--- src/rtl/cart_loader_pkg.sv ---
// Shared types and constants for the cart_loader boot-time stream writer.
// State encodings, default framing bytes and the LEN=0 interpretation live here.
package cart_loader_pkg;

    typedef enum logic [2:0] {
        IDLE,
        ADDR_H,
        ADDR_L,
        LEN,
        DATA,
        CHK,
        DONE
    } loaderStateT;

    localparam logic [7:0] SYNC_BYTE_DEFAULT = 8'hA5;
    localparam logic [7:0] DONE_BYTE_DEFAULT = 8'h5A;
    localparam int         ADDR_W_DEFAULT    = 16;

    // A zero length byte stands for a full 256-byte page.
    localparam bit LEN_ZERO_IS_256 = 1'b1;

    function automatic logic [8:0] lenToCount(input logic [7:0] lenByte);
        if (lenByte == 8'h00 && LEN_ZERO_IS_256)
            return 9'd256;
        return {1'b0, lenByte};
    endfunction

endpackage

--- src/rtl/cart_loader_csum.sv ---
// 8-bit modulo-256 accumulator used to verify frame checksums.
// oZero reports whether the running sum plus the byte on iData wraps to zero.
module cart_loader_csum (
    input  logic       iClock,
    input  logic       iReset,
    input  logic       iClear,
    input  logic       iAdd,
    input  logic [7:0] iData,
    output logic       oZero
);

    logic [7:0] acc;
    logic [7:0] sumNext;

    assign sumNext = acc + iData;
    assign oZero   = (sumNext == 8'h00);

    always_ff @(posedge iClock) begin
        if (iReset)
            acc <= 8'h00;
        else if (iClear)
            acc <= 8'h00;
        else if (iAdd)
            acc <= sumNext;
    end

endmodule

--- src/rtl/cart_loader.sv ---
// Framed byte-stream loader that writes payload into MMU space and holds the CPU in reset.
// Define CART_LOADER_CHECKSUM_EN to require and verify a trailing checksum byte per frame.
module cart_loader
    import cart_loader_pkg::*;
#(
    parameter logic [7:0] SYNC_BYTE = SYNC_BYTE_DEFAULT,
    parameter logic [7:0] DONE_BYTE = DONE_BYTE_DEFAULT,
    parameter int         ADDR_W    = ADDR_W_DEFAULT
) (
    input  logic              iClock,
    input  logic              iReset,
    input  logic [7:0]        iData,
    input  logic              iValid,
    output logic              oReady,
    output logic [ADDR_W-1:0] oMemAddr,
    output logic [7:0]        oMemData,
    output logic              oMemWe,
    output logic              oCpuReset,
    output logic              oBusy,
    output logic              oError,
    output logic [7:0]        oFrameCount
);

    loaderStateT       state;
    loaderStateT       stateNext;
    logic              accept;
    logic              lastByte;
    logic              frameOk;
    logic [ADDR_W-1:0] ptr;
    logic [8:0]        remaining;

    assign accept   = iValid && (state != DONE);
    assign lastByte = (remaining == 9'd1);

`ifdef CART_LOADER_CHECKSUM_EN
    logic csumClear;
    logic csumAdd;
    logic csumZero;
    logic errorReg;

    assign csumClear = accept && (state == IDLE) && (iData == SYNC_BYTE);
    assign csumAdd   = accept && (state inside {ADDR_H, ADDR_L, LEN, DATA});
    assign frameOk   = accept && (state == CHK) && csumZero;
    assign oError    = errorReg;

    cart_loader_csum uCsum (
        .iClock (iClock),
        .iReset (iReset),
        .iClear (csumClear),
        .iAdd   (csumAdd),
        .iData  (iData),
        .oZero  (csumZero)
    );

    // Sticky until the next accepted sync; bytes already written stay written.
    always_ff @(posedge iClock) begin
        if (iReset)
            errorReg <= 1'b0;
        else if (csumClear)
            errorReg <= 1'b0;
        else if (accept && (state == CHK) && !csumZero)
            errorReg <= 1'b1;
    end
`else
    assign frameOk = accept && (state == DATA) && lastByte;
    assign oError  = 1'b0;
`endif

    always_ff @(posedge iClock) begin
        if (iReset)
            state <= IDLE;
        else
            state <= stateNext;
    end

    always_comb begin
        stateNext = state;
        if (accept) begin
            unique case (state)
                IDLE: begin
                    if (iData == SYNC_BYTE)
                        stateNext = ADDR_H;
                    else if (iData == DONE_BYTE)
                        stateNext = DONE;
                end
                ADDR_H: stateNext = ADDR_L;
                ADDR_L: stateNext = LEN;
                LEN:    stateNext = DATA;
                DATA: begin
                    if (lastByte) begin
`ifdef CART_LOADER_CHECKSUM_EN
                        stateNext = CHK;
`else
                        stateNext = IDLE;
`endif
                    end
                end
                CHK:     stateNext = IDLE;
                default: stateNext = state;
            endcase
        end
    end

    always_comb begin
        oReady    = (state != DONE);
        oCpuReset = (state != DONE);
        oBusy     = !((state == IDLE) || (state == DONE));
    end

    // Pointer, length and the registered write port; the strobe lasts one cycle per data byte.
    always_ff @(posedge iClock) begin
        if (iReset) begin
            ptr         <= '0;
            remaining   <= 9'd0;
            oMemAddr    <= '0;
            oMemData    <= 8'h00;
            oMemWe      <= 1'b0;
            oFrameCount <= 8'h00;
        end else begin
            oMemWe <= 1'b0;
            if (frameOk)
                oFrameCount <= oFrameCount + 8'd1;
            if (accept) begin
                case (state)
                    ADDR_H: ptr <= ADDR_W'({iData, ptr[7:0]});
                    ADDR_L: ptr <= {ptr[ADDR_W-1:8], iData};
                    LEN:    remaining <= lenToCount(iData);
                    DATA: begin
                        oMemWe    <= 1'b1;
                        oMemAddr  <= ptr;
                        oMemData  <= iData;
                        ptr       <= ptr + ADDR_W'(1);
                        remaining <= remaining - 9'd1;
                    end
                    default: ;
                endcase
            end
        end
    end

endmodule
--- config.mk ---
export PLATFORM = sky130hd
export DESIGN_NAME = cart_loader
export DESIGN_NICKNAME = d
export VERILOG_FILES = /design/src/rtl/cart_loader_pkg.sv /design/src/rtl/cart_loader_csum.sv /design/src/rtl/cart_loader.sv
export SDC_FILE = /design/constraint.sdc
export NUM_CORES = 1
export LEC_CHECK = 0
export CAP_MARGIN = 0
export CORE_MARGIN = 4
export CORE_UTILIZATION = 53
export DETAILED_ROUTE_END_ITERATION = 10
export DONT_BUFFER_PORTS = 1
export GPL_TIMING_DRIVEN = 0
export PLACE_DENSITY = 0.76
export SYNTH_ARGS = -nofsm -noshare
export SYNTH_HDL_FRONTEND = slang
export SYNTH_SLANG_ARGS = --single-unit
--- constraint.sdc ---
create_clock -name iClock -period 1.85 [get_ports iClock]
set_input_delay 0.37 -clock iClock [delete_from_list [all_inputs] [get_ports iClock]]
set_output_delay 0.37 -clock iClock [all_outputs]
set_load 0.05 [all_outputs]
=== Word level (Yosys, flattened, before mapping) ===
Cells that the tools add are included.

* ROM bits: 0
* Bits in latches: 0
* Output and inout port bits: 37
* Register bits: 61
* Bits in writable memories: 0
* Bits of input ports: 11
* Memories: 0

* Reductions and logical operators: 17
* Div/mod/pow operators: 0
* Add/subtract/negate cells: 3
* Equal/unequal tests: 12
* Order comparisons: 0
* Shifts and indexed selects: 0
* $mul: 0
* Multiplexer cells: 13
* Bitwise gates (word level): 3

{| class="wikitable"
|+ Operators by type and width
! operator !! number
|-
| 16-bit one-hot mux with 3 select lines || 1
|-
| 9-bit two-way mux || 2
|-
| 3-bit one-hot mux with 6 select lines || 1
|-
| 9-bit one-hot mux with 2 select lines || 1
|-
| 16-bit by 1-bit adder with 16-bit output (second input constant) || 1
|-
| 3-bit equality test (second input constant) || 3
|-
| 9-bit by 1-bit equality test with 1-bit output (second input constant) || 1
|-
| 3-bit two-way mux || 3
|-
| 9-bit by 1-bit subtractor with 9-bit output (second input constant) || 1
|-
| 8-bit by 1-bit adder with 8-bit output (second input constant) || 1
|-
| 8-bit by 7-bit equality test with 1-bit output (second input constant) || 1
|-
| 8-bit equality test (second input constant) || 1
|-
| 8-bit logical NOT || 1
|-
| 3-bit by 2-bit equality test with 1-bit output (second input constant) || 2
|-
| 3-bit != test (second input constant) || 2
|-
| 3-bit AND reduction || 2
|-
| 2-bit nonzero test || 3
|-
| 6-bit nonzero test || 1
|-
| 1-bit two-way mux || 5
|-
| 2-bit AND reduction || 2
|-
| 4-bit AND reduction || 1
|-
| 3-bit by 1-bit equality test with 1-bit output (second input constant) || 1
|-
| 1-bit logical AND || 3
|-
| 3-bit logical NOT || 1
|-
| other kinds (5) || 7
|}

=== Logic depth before layout (Yosys ltp) ===
Gate-level depths: netlist of the first run.

* Word-level depth: 7
* Gate-level depth with buffers: 7
* Gate-level depth less buffers: 6

=== Worst setup path before layout of the first run ===
No wires, ideal clock.

* Path kind: reg2out
* Start point: register state[2]
* End point: output oReady
* Buffers on the path: 4
* Stages on the path, launching flop included: 6
* Arrival: 1.835 ns
* Required time: 1.480 ns
* Path slack: -0.355 ns
* Path through: dfxtp_1 > buf_2 > clkbuf_1 > buf_1 > nand3_1 > buf_4

* Word-level cells in the longest chain between the ends: 1

{| class="wikitable"
|+ RTL lines
! what !! line !! source
|-
| start: declaration || cart_loader.sv:24 || <nowiki>loaderStateT state;</nowiki>
|-
| start signal: assignment || cart_loader.sv:73 || <nowiki>state <= stateNext;</nowiki>
|-
| 3-bit != test || - ||
|-
| end: declaration || cart_loader.sv:14 || <nowiki>output logic oReady,</nowiki>
|}

Every way passes these cells.

=== Final worst setup path of the first run ===
Same ends and word-level chain as after synthesis.

==> results.rst, run 1 <==
.. list-table::
   :header-rows: 1

   * - Metric
     - Value
   * - First-pass GRT wire length
     - 15.0 mm
   * - DIE WIDTH
     - around 87 µm
   * - Largest cells by area after synthesis
     - dfxtp_1 37%, nand2_1 8.4%, a21oi_1 7.0%
   * - R2R cell count
     - 4
   * - Synthesis-stage register bit count
     - 61
   * - CTS tree
     - done
   * - Share of total power consumed by net switching
     - a little under a third
   * - CP endpoint kind
     - primary output
   * - All-layer global routing usage
     - roughly a quarter
   * - Internal portion of total power
     - about 2.4 mW
   * - Clk_lat worst skew
     - between 0.3 and 0.4 ns
   * - Initial core utilization
     - about 55%
   * - Relative contribution of combinational cells to total power
     - between 20% and 30%
   * - Final Net Count
     - approximately 460
   * - Req. time, crit path
     - approximately 1.5 ns
   * - Final max-slew violation count
     - 0
   * - Yosys top cell area share
     - a little under two fifths
   * - Largest area contributor in the synthesized netlist
     - dfxtp_1
   * - Ys Warns
     - 0
   * - Vertical die dimension
     - about 87 µm
   * - H-Tree Depth
     - 3
   * - Area post-placement
     - ~3400 µm²
   * - Antenna viol nets, final
     - 0
   * - DR DRC count
     - 0
   * - Number of hold violations in the final report
     - 0
   * - Unrepaired setup endpoints after global routing
     - true
   * - Least-Margin Pin Slew
     - 0.814 ns
   * - Reg-to-reg endpoint
     - remaining[8]$_SDFFE_PP0P_
   * - Mapped Area
     - about 3300 µm²
   * - CTS max path bufs
     - 2
   * - Hold WC Path Type
     - in2reg
   * - Library cell used as clock root buffer
     - clkbuf_8
   * - Sequential power share
     - 42.7%
   * - Non-filler instance count after layout
     - between 500 and 600
   * - Sinks on Clock Net
     - 61
   * - Core ar.
     - approximately 6000 µm²
   * - Leakage Power
     - between 1 and 1.5 nW
   * - Critical path startpoint category
     - flop
   * - NetSw
     - 1.04 mW
   * - Number of cells on the worst hold path
     - 2
   * - Initial antenna violation count
     - 0
   * - Area growth from synthesis to final layout
     - 14.4%
   * - Total placed cells including tap cells
     - between 400 and 500
   * - Period minus WS final
     - between 1.5 and 2 ns
   * - Initial DRC count
     - between 400 and 500
   * - Fraction of registers with async set/reset
     - 0%
   * - Detailed Place HPWL
     - between 6 and 7 mm
   * - Post-Route WL
     - slightly above 9 mm
   * - Number of detailed-route iterations in the first pass
     - 5
   * - Origin of the critical flop-to-flop path
     - remaining[2]$_SDFFE_PP0P_
   * - Via count
     - around 3300
   * - Port-buffer cells
     - 0
   * - Critical path fanouts, max
     - 10
   * - Slack of the worst reg-to-reg path
     - ~0.05 ns
   * - Synthesized netlist net count
     - 440
   * - Pin count of the biggest net entering global routing
     - 11
   * - Most used flip-flop cell after synthesis
     - dfxtp_1
   * - Proportion of power drawn by the clock network
     - approximately 36%
   * - Crit. Startpoint
     - state[2]$_SDFFE_PP0P_
   * - Instance count of the mapped netlist
     - ~420
   * - Category of the critical setup timing path
     - reg2out
   * - Routability congestion estimate
     - ~0.91
   * - Vias per cell
     - approximately 6.4
   * - Detailed-route wire length per cell
     - between 15 and 20 µm
   * - Global route total overflow
     - 0
   * - Max rail drop VDD
     - 583 µV
   * - Top Ports
     - 48
   * - Total Die Area
     - 7560 µm²
   * - Maximum clock skew at final layout
     - approximately 0.011 ns
   * - Worst hold start
     - iData[5]
   * - Min-Delay Endpoint
     - oMemData[5]$_SDFFE_PP0P_
   * - Total non-filler cell area in the finished layout
     - roughly 3800 µm²
   * - CP Data Arrival Time
     - approximately 1.5 ns
   * - Period Utilization, post-route
     - a little over nine tenths
   * - Fraction of layout cells with a size suffix above 1
     - ~14%
   * - Max-cap violations
     - 0
   * - Relative max-transition margin
     - 45.2%
   * - Number of setup violations in the final report
     - 0
   * - Reg clk slew, reported paths
     - around 0.060 ns
   * - EDFF count, synth
     - 0
   * - Power per cell area
     - between 900 and 1000 nW/µm²
   * - Clock buffer count from CTS
     - 9
   * - Site Rows
     - 28
   * - Post-Syn Area per Cell
     - 7.79 µm²
   * - Run status
     - finished, final reports clean
   * - Sequential fraction of the synthesis area
     - between 30% and 40%
   * - Number of distinct standard cells referenced by the synthesized netlist
     - 65
   * - Max Clk Rate
     - roughly 550 MHz
   * - Count of antenna diodes in the layout
     - 0
   * - Vias in the first global route
     - slightly above 3000
[cell type report]
type / instances / area [µm²]
multi-input combinational: 318 / 1940
clock inverter: 1 / 30.0
buffer: 32 / 216
clock buffer: 13 / 169
sequential: 61 / 1220
inverter: 12 / 47.5
tap: 75 / 93.8
timing repair buffer: 7 / 52.6
fill: 551 / 2210
[per-layer routing]
metal | GRT usage [%] | routed length [µm] | vias up
met2 | 40.1 | 4420 | 167
met3 | 5.68 | 781 | 32
li1 | - | - | 1579
met1 | 32.8 | 3790 | 1533
met4 | 12.6 | 303 | 0
met5 | 0 | 0 | -
[power by group through the flow]
stage / combinational, mW / sequential [mW] / clock [mW]
finish: 0.736 / 1.45 / 1.21
global route: 0.799 / 1.46 / 1.28
CTS: 0.671 / 1.45 / 1.23
detailed placement: 0.635 / 1.48 / 0
global placement: 0.626 / 1.48 / 0
floorplan: 0.498 / 1.46 / 0
[critical path, stage by stage, from the launching register on]
cell	delay [ns]
dfxtp_2	0.32
buf_6	0.12
buf_8	0.13
buf_8	0.13
nand3_4	0.18
buf_8	0.22
[layout by cell type (no fill, tap or decap), types with 6 or more instances in the layout]
master    Yosys  final
clkbuf_1     16     11
nand2_1      74     73
a21oi_1      46     46
o211ai_1      6      6
buf_4         2     10
o21ai_0      25     25
buf_2         9      6
inv_1        11     10
nand4_1      10     10
nor4_1       10      7
nor2_1       20     20
nor3_1       13     12
nand3_1      12     11
a31oi_1       6      6
clkbuf_8      0     12
a21o_1        6      6
dfxtp_1      61     60
[stage by stage]
step | util (%) | TNS [ns] | hold WS, ns | setup WS (ns) | power (mW)
finish | 63.0 | 0 | 0.166 | 0.0339 | 3.41
CTS | 61.3 | -0.0254 | 0.156 | -0.0147 | 3.35
global route | 63.0 | -0.143 | 0.156 | -0.0421 | 3.54
global placement | 56.9 | -2.38 | 0.470 | -0.148 | 2.10
detailed placement | 56.9 | -2.08 | 0.479 | -0.158 | 2.11
floorplan | - | 0 | 0.450 | 0.0863 | 1.96
[registers in the layout (all words and copies together), names as in the netlist]
register and cells:
oMemAddr 16, ptr 16, remaining 9, oFrameCount 8
oMemData 8, state 3, oMemWe 1
[synth_stat cells, drive strengths merged, types with 3 or more instances]
cell,n
nor4,11
and2,5
and3,4
a21o,6
a221oi,3
xor2,5
nand3,12
or4,4
inv,11
nor3,13
and4,4
o211ai,6
a31oi,6
o21a,4
nand4,12
clkbuf,16
o211a,3
a21oi,46
ha,5
dfxtp,61
nor2,20
or3,5
a211oi,3
nand2,74
o31ai,4
buf,17
o21ai,26
[cell families (layout without fill, tap and decap cells)]
| family | Yosys count | in the layout | synth area share (%) |
|---|---|---|---|
| AND/OR/NAND/NOR | 181 | 181 | 29.4 |
| AO/OA/AOI/OAI | 123 | 123 | 23.3 |
| flip-flops | 61 | 61 | 37.0 |
| buffers and inverters | 45 | 65 | 6.14 |
| XOR/XNOR | 6 | 6 | 1.59 |
| adder cells (fa/ha/maj) | 5 | 5 | 1.89 |
| multiplexers | 2 | 2 | 0.606 |
| other | 1 | 1 | 0.114 |
[timing repair]
item | 4_1_cts | 5_1_grt
endpoints found under the setup margin | 8 | 37
pin swaps | 1 | 5
hold buffers | 0 | 0
gates resized for setup | 19 | 23
buffers inserted | 0 | 7
[worst max-delay path by stage]
stage	depth (start not counted)	end
5_1_grt	6	oFrameCount[7]$_SDFFE_PP0P_
3_3_place_gp	4	oMemData[7]$_SDFFE_PP0P_
6_report	5	oReady
2_1_floorplan	5	oReady
3_5_place_dp	4	oMemAddr[14]$_SDFFE_PP0P_
4_1_cts	3	oBusy
(Power assumes the default switching activity.)
==> run 2, diff against run 1 <==
--- a/config.mk
+++ b/config.mk
@@ -5,7 +5,6 @@
 export SDC_FILE = /design/constraint.sdc
 export NUM_CORES = 1
 export LEC_CHECK = 0
-export CAP_MARGIN = 0
 export CORE_MARGIN = 4
 export CORE_UTILIZATION = 53
 export DETAILED_ROUTE_END_ITERATION = 10
==> results of run 2 <==
Same layout as run 1: the final DEF is identical, and so are final timing and power.
